===== src/rtl/floor_call_if.sv =====
// Call-button front-end bus: controller-side inputs and conditioned call outputs.
interface floor_call_if;
  logic       ena;
  logic [3:0] btn_raw;
  logic [1:0] cur_floor;
  logic       floor_valid;
  logic [3:0] pending;
  logic [3:0] call;
  logic       any_call;

  modport master (
    output ena, btn_raw, cur_floor, floor_valid,
    input  pending, call, any_call
  );

  modport slave (
    input  ena, btn_raw, cur_floor, floor_valid,
    output pending, call, any_call
  );
endinterface


===== src/rtl/floor_call_conditioner.sv =====
// Four-stop call conditioner: synchronise and debounce the call buttons, latch
// presses as pending calls until the car arrives, and present the nearest one.
module floor_call_conditioner #(
  parameter  int DB_CYCLES = 16,
  localparam int CNT_W     = $clog2(DB_CYCLES)
) (
  input  logic         clk,
  input  logic         rst_n,
  floor_call_if.slave  bus
);

  logic [3:0]       r_sync1;
  logic [3:0]       r_sync2;
  logic [3:0]       r_db;
  logic [3:0]       r_db_d;
  logic [CNT_W-1:0] r_cnt [4];
  logic [3:0]       r_pending;
  logic [3:0]       r_call;
  logic             r_any_call;

  logic [3:0]       w_rise;
  logic [3:0]       w_clear;
  logic [3:0]       w_sel;
  logic [2:0]       w_best;
  logic [2:0]       w_dist;

  assign w_rise = r_db & ~r_db_d;

  // Arrival at a settled floor cancels that floor's call.
  always_comb begin
    w_clear = '0;
    for (int i = 0; i < 4; i++) begin
      w_clear[i] = bus.floor_valid && (bus.cur_floor == 2'(i));
    end
  end

  // Nearest pending floor; the strict compare keeps the lower floor on a tie.
  always_comb begin
    w_sel  = '0;
    w_best = 3'd7;
    w_dist = '0;
    for (int j = 0; j < 4; j++) begin
      if (3'(j) >= {1'b0, bus.cur_floor}) begin
        w_dist = 3'(j) - {1'b0, bus.cur_floor};
      end else begin
        w_dist = {1'b0, bus.cur_floor} - 3'(j);
      end
      if (r_pending[j] && (w_dist < w_best)) begin
        w_best = w_dist;
        w_sel  = 4'(1) << j;
      end
    end
  end

  // Per-button synchroniser, debounce counter and edge-detect delay.
  always_ff @(posedge clk) begin
    if (!rst_n) begin
      r_sync1 <= '0;
      r_sync2 <= '0;
      r_db    <= '0;
      r_db_d  <= '0;
      for (int i = 0; i < 4; i++) begin
        r_cnt[i] <= '0;
      end
    end else if (bus.ena) begin
      r_sync1 <= bus.btn_raw;
      r_sync2 <= r_sync1;
      r_db_d  <= r_db;
      for (int i = 0; i < 4; i++) begin
        if (r_sync2[i] == r_db[i]) begin
          r_cnt[i] <= '0;
        end else if (r_cnt[i] == CNT_W'(DB_CYCLES - 1)) begin
          r_db[i]  <= r_sync2[i];
          r_cnt[i] <= '0;
        end else begin
          r_cnt[i] <= r_cnt[i] + CNT_W'(1);
        end
      end
    end
  end

  // Pending calls (clear beats set) and the registered call selection.
  always_ff @(posedge clk) begin
    if (!rst_n) begin
      r_pending  <= '0;
      r_call     <= '0;
      r_any_call <= 1'b0;
    end else if (bus.ena) begin
      r_pending  <= (r_pending | w_rise) & ~w_clear;
      r_call     <= w_sel;
      r_any_call <= (r_pending != 4'd0);
    end
  end

  assign bus.pending  = r_pending;
  assign bus.call     = r_call;
  assign bus.any_call = r_any_call;

endmodule


===== src/flat_wrapper.sv =====
// flat-port wrapper written by rule: the top's interface ports become plain ports
module floor_call_conditioner_flat 
#(
  parameter  int DB_CYCLES = 16,
  localparam int CNT_W     = $clog2(DB_CYCLES)
)
  (clk, rst_n, bus_ena, bus_btn_raw, bus_cur_floor, bus_floor_valid, bus_pending, bus_call, bus_any_call);
  floor_call_if bus_i ();
  input  logic clk;
  input  logic rst_n;
  input wire logic [$bits(bus_i.ena)-1:0] bus_ena;
  input wire logic [$bits(bus_i.btn_raw)-1:0] bus_btn_raw;
  input wire logic [$bits(bus_i.cur_floor)-1:0] bus_cur_floor;
  input wire logic [$bits(bus_i.floor_valid)-1:0] bus_floor_valid;
  output wire logic [$bits(bus_i.pending)-1:0] bus_pending;
  output wire logic [$bits(bus_i.call)-1:0] bus_call;
  output wire logic [$bits(bus_i.any_call)-1:0] bus_any_call;
  assign bus_i.ena = bus_ena;
  assign bus_i.btn_raw = bus_btn_raw;
  assign bus_i.cur_floor = bus_cur_floor;
  assign bus_i.floor_valid = bus_floor_valid;
  assign bus_pending = bus_i.pending;
  assign bus_call = bus_i.call;
  assign bus_any_call = bus_i.any_call;
  floor_call_conditioner #(.DB_CYCLES(DB_CYCLES)) u_core (.clk(clk), .rst_n(rst_n), .bus(bus_i));
endmodule

===== config.mk =====
export PLATFORM = sky130hd
export DESIGN_NAME = floor_call_conditioner_flat
export DESIGN_NICKNAME = d
export VERILOG_FILES = /design/src/rtl/floor_call_if.sv /design/src/rtl/floor_call_conditioner.sv /design/src/flat_wrapper.sv
export SDC_FILE = /design/constraint.sdc
export NUM_CORES = 1
export LEC_CHECK = 0
export CAP_MARGIN = 20
export CORE_ASPECT_RATIO = 2
export CORE_MARGIN = 2
export CORE_UTILIZATION = 45
export CTS_CLUSTER_DIAMETER = 100
export CTS_CLUSTER_SIZE = 8
export DETAILED_ROUTE_END_ITERATION = 8
export SYNTH_ARGS = -nofsm -noshare
export SYNTH_HDL_FRONTEND = slang
export SYNTH_SLANG_ARGS = --single-unit

===== constraint.sdc =====
create_clock -name clk -period 9 [get_ports clk]
set_input_delay 1.8 -clock clk [delete_from_list [all_inputs] [get_ports clk]]
set_output_delay 1.8 -clock clk [all_outputs]
set_load 0.05 [all_outputs]

# Yosys cells after proc, flatten, opt, wreduce, memory -nomap -nowiden
# Memory sizes are Yosys's and may differ from the RTL's.
# Index checks and enable logic that the tools add are counted.
totals:
  memories: 1
  register_bits: 25
  input_bits: 10
  latch_bits: 0
  rom_bits: 0
  elab_cells: 153
  output_inout_bits: 9
  ram_bits: 16
op_classes:
  div: 0
  n_eq_ne: 11
  shifts: 0
  reduce_logical: 14
  addsub: 10
  magnitude_cmp: 7
  n_bitwise: 21
  multipliers: 0
  mux: 79
memory_table:
  columns: ["name", "words", "width", "rd", "rd_ports_with_merged_regs", "write_ports", "line_no", "source"]
  rows:
  - ["u_core.r_cnt", 4, 4, 4, 0, 4, "floor_call_conditioner.sv:16", "logic [CNT_W-1:0] r_cnt [4];"]
op_table:
  columns: ["op", "n"]
  rows:
  - ["two-way mux 1 bit", 58]
  - ["two-way mux 4 bit", 13]
  - ["two-way mux 3 bit", 7]
  - ["adder 4 x 1 -> 4 bit (second input constant)", 4]
  - ["equality test 4 bit (second input constant)", 4]
  - ["OR 1 bit", 12]
  - ["AND reduction 3 bit", 4]
  - ["less-than comparator 3 bit", 3]
  - ["bitwise AND 4 bit", 2]
  - ["logical AND 1 bit", 8]
  - ["inverter 4 bit", 2]
  - ["subtractor 1 x 2 -> 3 bit (first input constant)", 2]
  - ["subtractor 2 x 2 -> 3 bit (first input constant)", 2]
  - ["equality test 1 bit", 4]
  - ["equality test 2 bit (second input constant)", 2]
  - [">= comparator 1 x 2 -> 1 bit (first input constant)", 2]
  - ["inverter 1 bit", 4]
  - ["OR 4 bit", 1]
  - ["nonzero test 4 bit", 1]
  - ["less-than comparator 3 bit (second input constant)", 1]
  - ["subtractor 2 x 1 -> 3 bit (second input constant)", 1]
  - ["subtractor 2 x 2 -> 3 bit (second input constant)", 1]
  - ["equality test 2 x 1 -> 1 bit (second input constant)", 1]
  - [">= comparator 2 bit (first input constant)", 1]
  - ["other kinds (2)", 2]

# Longest topological paths before layout
# Gate-level depths: netlist of the first run.
depth:
  ltp_word: 14
  depth_mapped: 18

# Least setup slack after synthesis of the first run
# OpenSTA, ideal clock, no wires.
synth_path:
  kind: "input port to flip-flop"
  startpoint: "input port bus_cur_floor[1]"
  endpoint: "register u_core.r_call[2] (netlist: u_core.bus.call[2])"
  setup_slack_ns: 3.681
  t_arrival_ns: 5.202
  setup_ns: 0.117
  path_buffers: 0
  cell_stages: 18
  path_cell_list: "inv_1 > ha_1 > and2_1 > ha_1 > and3_1 > a21o_1 > or2_2 > mux2i_1 > ha_1 > nand3b_1 > a21oi_1 > a32o_1 > mux2_1 > ha_1 > a21oi_1 > o21ai_0 > o21a_1 > a22o_1"
synth_via:
  elab_chain_len: 14
  elab_cells_between_ends: 25
  cone_classes: "6 x add/sub; 7 x order compare; 8 x mux; 4 x reduce/logical"
synth_lines:
  columns: ["item", "line_no", "source"]
  rows:
  - ["start, declared", "flat_wrapper.sv:13", "input wire logic [$bits(bus_i.cur_floor)-1:0] bus_cur_floor;"]
  - ["subtractor 1 x 2 -> 3 bit or >= comparator 1 x 2 -> 1 bit (tied branches)", "floor_call_conditioner.sv:44, floor_call_conditioner.sv:43", null]
  - ["two-way mux 3 bit", "floor_call_conditioner.sv:43", "if (3'(j) >= {1'b0, bus.cur_floor}) begin"]
  - ["less-than comparator 3 bit", "floor_call_conditioner.sv:48", "if (r_pending[j] && (w_dist < w_best)) begin"]
  - ["logical AND 1 bit", "floor_call_conditioner.sv:48", null]
  - ["two-way mux 3 bit", "floor_call_conditioner.sv:48", null]
  - ["less-than comparator 3 bit", "floor_call_conditioner.sv:48", null]
  - ["logical AND 1 bit", "floor_call_conditioner.sv:48", null]
  - ["two-way mux 3 bit", "floor_call_conditioner.sv:48", null]
  - ["less-than comparator 3 bit", "floor_call_conditioner.sv:48", null]
  - ["logical AND 1 bit", "floor_call_conditioner.sv:48", null]
  - ["two-way mux 3 bit", "floor_call_conditioner.sv:48", null]
  - ["less-than comparator 3 bit", "floor_call_conditioner.sv:48", null]
  - ["logical AND 1 bit", "floor_call_conditioner.sv:48", null]
  - ["two-way mux 4 bit *", "floor_call_conditioner.sv:48", null]
  - ["end signal, assigned", "floor_call_conditioner.sv:90", "r_call <= w_sel;"]
  - ["end, declared", "floor_call_conditioner.sv:18", "logic [3:0] r_call;"]
# Every way passes the cells marked *; elsewhere a longest branch is shown, timed or not.
# A chain may end at the register's enable or synchronous reset.

# Worst setup path after layout of the first run
layout_path:
  startpoint: "input port bus_cur_floor[1]"
  endpoint: "register u_core.r_call[1] (netlist: u_core.bus.call[1])"
# The elaborated chain is that of the path after synthesis.

==> results of run 1 <==
where the power goes:
part / internal [mW] / switching (mW) / leakage [nW]
logic: 0.0130 / 0.0164 / 0.571
clock network: 0.0823 / 0.0620 / 0.0552
registers: 0.198 / 0.00422 / 0.381
how the worst min path moves through the flow:
stage                               startpoint                               to  slack (ns)  cells after the start
5_1_grt        u_core.bus.call[1]$_SDFFE_PN0P_  u_core.bus.call[1]$_SDFFE_PN0P_        0.50                      2
4_1_cts        u_core.bus.call[0]$_SDFFE_PN0P_  u_core.bus.call[0]$_SDFFE_PN0P_        0.48                      2
6_report       u_core.bus.call[0]$_SDFFE_PN0P_  u_core.bus.call[0]$_SDFFE_PN0P_        0.48                      2
2_1_floorplan    u_core.r_db_d[2]$_SDFFE_PN0P_    u_core.r_db_d[2]$_SDFFE_PN0P_        0.46                      2
3_5_place_dp   u_core.bus.call[1]$_SDFFE_PN0P_  u_core.bus.call[1]$_SDFFE_PN0P_        0.47                      2
3_3_place_gp   u_core.bus.call[0]$_SDFFE_PN0P_  u_core.bus.call[0]$_SDFFE_PN0P_        0.46                      2
metal layers:
layer  up-vias  part of all wire, %  global-route usage [%]
li1        776                    -                       -
met1       750                   38                   18.16
met2        38                   53                   33.17
met3        17                  2.8                   3.540
met4         0                  5.6                   12.82
met5         -                    0                       0
worst register-to-register path, cell delays in order, from the launching register on:
cell                       delay [ns]
sky130_fd_sc_hd__dfxtp_1         0.40
sky130_fd_sc_hd__ha_1            0.34
sky130_fd_sc_hd__o21ai_0         0.08
sky130_fd_sc_hd__a211oi_1        0.47
sky130_fd_sc_hd__or2_2           0.23
sky130_fd_sc_hd__mux2i_1         0.26
sky130_fd_sc_hd__ha_1            0.20
sky130_fd_sc_hd__nand3b_1        0.12
sky130_fd_sc_hd__a21oi_1         0.07
sky130_fd_sc_hd__a32o_1          0.29
sky130_fd_sc_hd__mux2_1          0.32
sky130_fd_sc_hd__ha_1            0.30
sky130_fd_sc_hd__nand2_1         0.07
sky130_fd_sc_hd__nor4b_2         0.32
sky130_fd_sc_hd__o21ai_1         0.15
sky130_fd_sc_hd__o31ai_1         0.21
cell type report:
type | count | area share [%]
clock buffer | 6 | 2.940
multi-input combinational | 151 | 43.84
inverter | 11 | 1.673
sequential | 41 | 39.74
tap | 55 | 2.788
clock inverter | 2 | 1.419
timing repair buffer | 19 | 7.603
kinds of logic after synthesis:
group | Yosys count | share of synthesized area (%)
AND/OR/NAND/NOR | 79 | 19.39
XOR/XNOR | 12 | 4.950
buffers and inverters | 16 | 2.829
AO/OA/AOI/OAI | 29 | 10.43
flip-flops | 41 | 46.20
adder cells (fa/ha/maj) | 13 | 7.661
multiplexers | 18 | 8.544
state kept, by name (all words and copies together) (netlist names):
register	flops
u_core.bus.any_call	1
u_core.bus.call	4
u_core.bus.pending	4
u_core.r_cnt	16
u_core.r_db	4
u_core.r_db_d	4
u_core.r_sync1	4
u_core.r_sync2	4
metrics by stage:
| step | hold slack, ns | instance area, um2 | cells |
|---|---|---|---|
| 2_1_floorplan | 0.4574 | 2123 | 208 |
| 3_3_place_gp | 0.4605 | 2361 | 277 |
| 3_5_place_dp | 0.4669 | 2361 | 277 |
| 4_1_cts | 0.4827 | 2469 | 285 |
| 5_1_grt | 0.4984 | 2469 | 285 |
| 6_report | 0.4800 | 2469 | 285 |
cell usage in the layout (no fill, tap or decap), types with 8 or more instances in the layout:
cell                              count
sky130_fd_sc_hd__nor2_1              20
sky130_fd_sc_hd__xor2_1               8
sky130_fd_sc_hd__clkdlybuf4s50_1     18
sky130_fd_sc_hd__dfxtp_1             25
sky130_fd_sc_hd__nand2_1             14
sky130_fd_sc_hd__nor2b_1             17
sky130_fd_sc_hd__inv_1               11
sky130_fd_sc_hd__nand3_1              8
sky130_fd_sc_hd__edfxtp_1            16
sky130_fd_sc_hd__mux2i_1             17
sky130_fd_sc_hd__ha_1                13
==> out/results.ini, run 1 <==
[logic_synthesis]
post-synth-top-count-cell = sky130_fd_sc_hd__dfxtp_1
yosys.area.top_type_share_pct = 23.57
ys_seq_area_share_pct = 46.20
yosysWarningCount = 0
synth_top_cell_by_area = sky130_fd_sc_hd__dfxtp_1
synth.lib_cells_used.distinct = 37
synthesis.area_per_instance_um2 = 10.21
synth_edf_count = 16
synthArstFlopShare_pct = 0
synth-main-ff-cell = sky130_fd_sc_hd__dfxtp_1
main_area_contributors_after_synthesis = sky130_fd_sc_hd__dfxtp_1 24%, sky130_fd_sc_hd__edfxtp_1 23%, sky130_fd_sc_hd__mux2i_1 8.0%
synth_area_mm2 = 0.002123
synth_seq_cells = 41
synth.top_cells.by_count = 25 x sky130_fd_sc_hd__dfxtp_1, 20 x sky130_fd_sc_hd__nor2_1, 17 x sky130_fd_sc_hd__mux2i_1, 17 x sky130_fd_sc_hd__nor2b_1, 16 x sky130_fd_sc_hd__edfxtp_1
postSynthNetCount = 231
synthesis.instances = 208

[clocking]
clk_pin_slew_ns = 0.08
cts_repair_resizes = 0
tritoncts = built
ctsHtreeMaxLevel = 2
clk_path_buf_depth = 2
clock-sinks = 41
worstSkewPairLatency_ns = 0.29
postCtsSetupBuffers = 0
postCtsHoldBufs = 0
cts_inserted_buffers = 5
clk_root_buffer_cell = sky130_fd_sc_hd__clkbuf_8

[grt]
first_global_vias = 1629
antenna_violations_before_repair = 0
grt_pass1_wl_mm = 7.265
grt.overflow.total = 0
grt_max_degree = 31
global_route.usage.total_pct = 18.53

[worst_setup_path]
cp_top_family = compound AO/OA/AOI/OAI gates
cp.arrival_ns = 6.38
ff2ff_setup_slack_ns = 5.08
worst_ep_required_time_ns = 9.21
launch_point_of_the_worst_path = bus_cur_floor[1]
cp_num_buf_inv = 2
crit_path_end_kind = flop
worst_setup_path_endpoint = u_core.bus.call[1]$_SDFFE_PN0P_
crit_chain = clkdlybuf4s50_1 -> inv_1 -> ha_1 -> and2_1 -> ha_1 -> o21ai_0 -> a211oi_1 -> or2_2 -> mux2i_1 -> ha_1 -> nand3b_1 -> a21oi_1 -> a32o_1 -> mux2_1 -> ha_1 -> nand2_1 -> nor4b_2 -> o21ai_1 -> o31ai_1
critical_path.max_stage_delay_ns = 0.63
worst_path_max_delay_cell = sky130_fd_sc_hd__clkdlybuf4s50_1
critPathMostFrequentCell = sky130_fd_sc_hd__ha_1
timing_worst_setup_path_type = input pin to flop
crit-reg2reg-launch = u_core.bus.pending[0]$_SDFFE_PN0P_
critical_path_peak_fanout = 10
worstSetupPathDepth = 19
worst_r2r_path_depth = 15
destination_of_the_worst_register_to_register_timing_path = u_core.bus.call[1]$_SDFFE_PN0P_
critical_path_startpoint_category = input pin

[power]
leakage_nw = 1.007
fin_total_pwr_mw = 0.3756
ir_drop_uv = 114.1
power_per_cell_area_mw_per_mm2 = 152.1

[finish]
multi_input_comb_area_mm2 = 0.001082
fillers = 420
area_growth_pct = 16.26
diodes = 0
post-route-util_pct = 54.20
final-seq-area_um2 = 980.9
net_count_of_the_finished_layout = 252
drive_gt1_share_pct = 6.957

[floorplan]
boundaryPins = 19
fp.dieArea_mm2 = 0.005317
floorplan.initialDensity_pct = 46.62
placeableCoreArea_mm2 = 0.004554
die_y_um = 101.1
die_width_um = 52.57
std_cell_rows = 35

[sta]
setup_tns_ns = 0
final.setup_skew_ns = 0.01187
fmax_mhz = 161.9
min_period_over_period_pct = 68.61
hold_viol_final = 0
timing.final.max_slew_violations = 0
timing_worst_slew_pin_value_ns = 0.6865
setup_violations = 0
period_needed_ns = 6.175
slew_headroom_pct = 54.09
post-route-worst-setup-slack_ns = 2.825
rsz_0062_raised_after_global_routing = false

[min_path]
holdCritPathClass = flop to flop

[drt]
detail_route.wirelength_mm = 4.480
vias_per_cell = 5.547
drt_iter0_markers = 14
final_antenna_net_count = 0
avgRoutedWirePerCell_um = 15.72
detail_route.drc_violations = 0
detailedRoute.firstPassIterationCount = 4
num_vias = 1581

[placed_design]
hpwl_after_detailed_placement_mm = 3.421
numPortBuffers = 18
gp_routability_congestion = 0.7822
placement.setup.worst_slack_ns = 2.551

[status]
status = complete, no violations

[job]
timing.max_cap.violations = 0

(Power assumes the default switching activity.)
==> run 2, diff against run 1 <==
==> constraint.sdc (replaced) <==
create_clock -name clk -period 6.2 [get_ports clk]
set_input_delay 1.24 -clock clk [delete_from_list [all_inputs] [get_ports clk]]
set_output_delay 1.24 -clock clk [all_outputs]
set_load 0.05 [all_outputs]
==> results of run 2 <==
Same layout as run 1 (identical final DEF). Status: complete, no violations.
Among the figures that moved: setup slack after placement 2.551 ns -> 0.3112 ns; setup slack after layout 2.825 ns -> 0.5852 ns; register-to-register setup slack 5.08 ns -> 2.28 ns; total power 0.3756 mW -> 0.5452 mW; worst IR drop on VDD 114.1 uV -> 165.7 uV
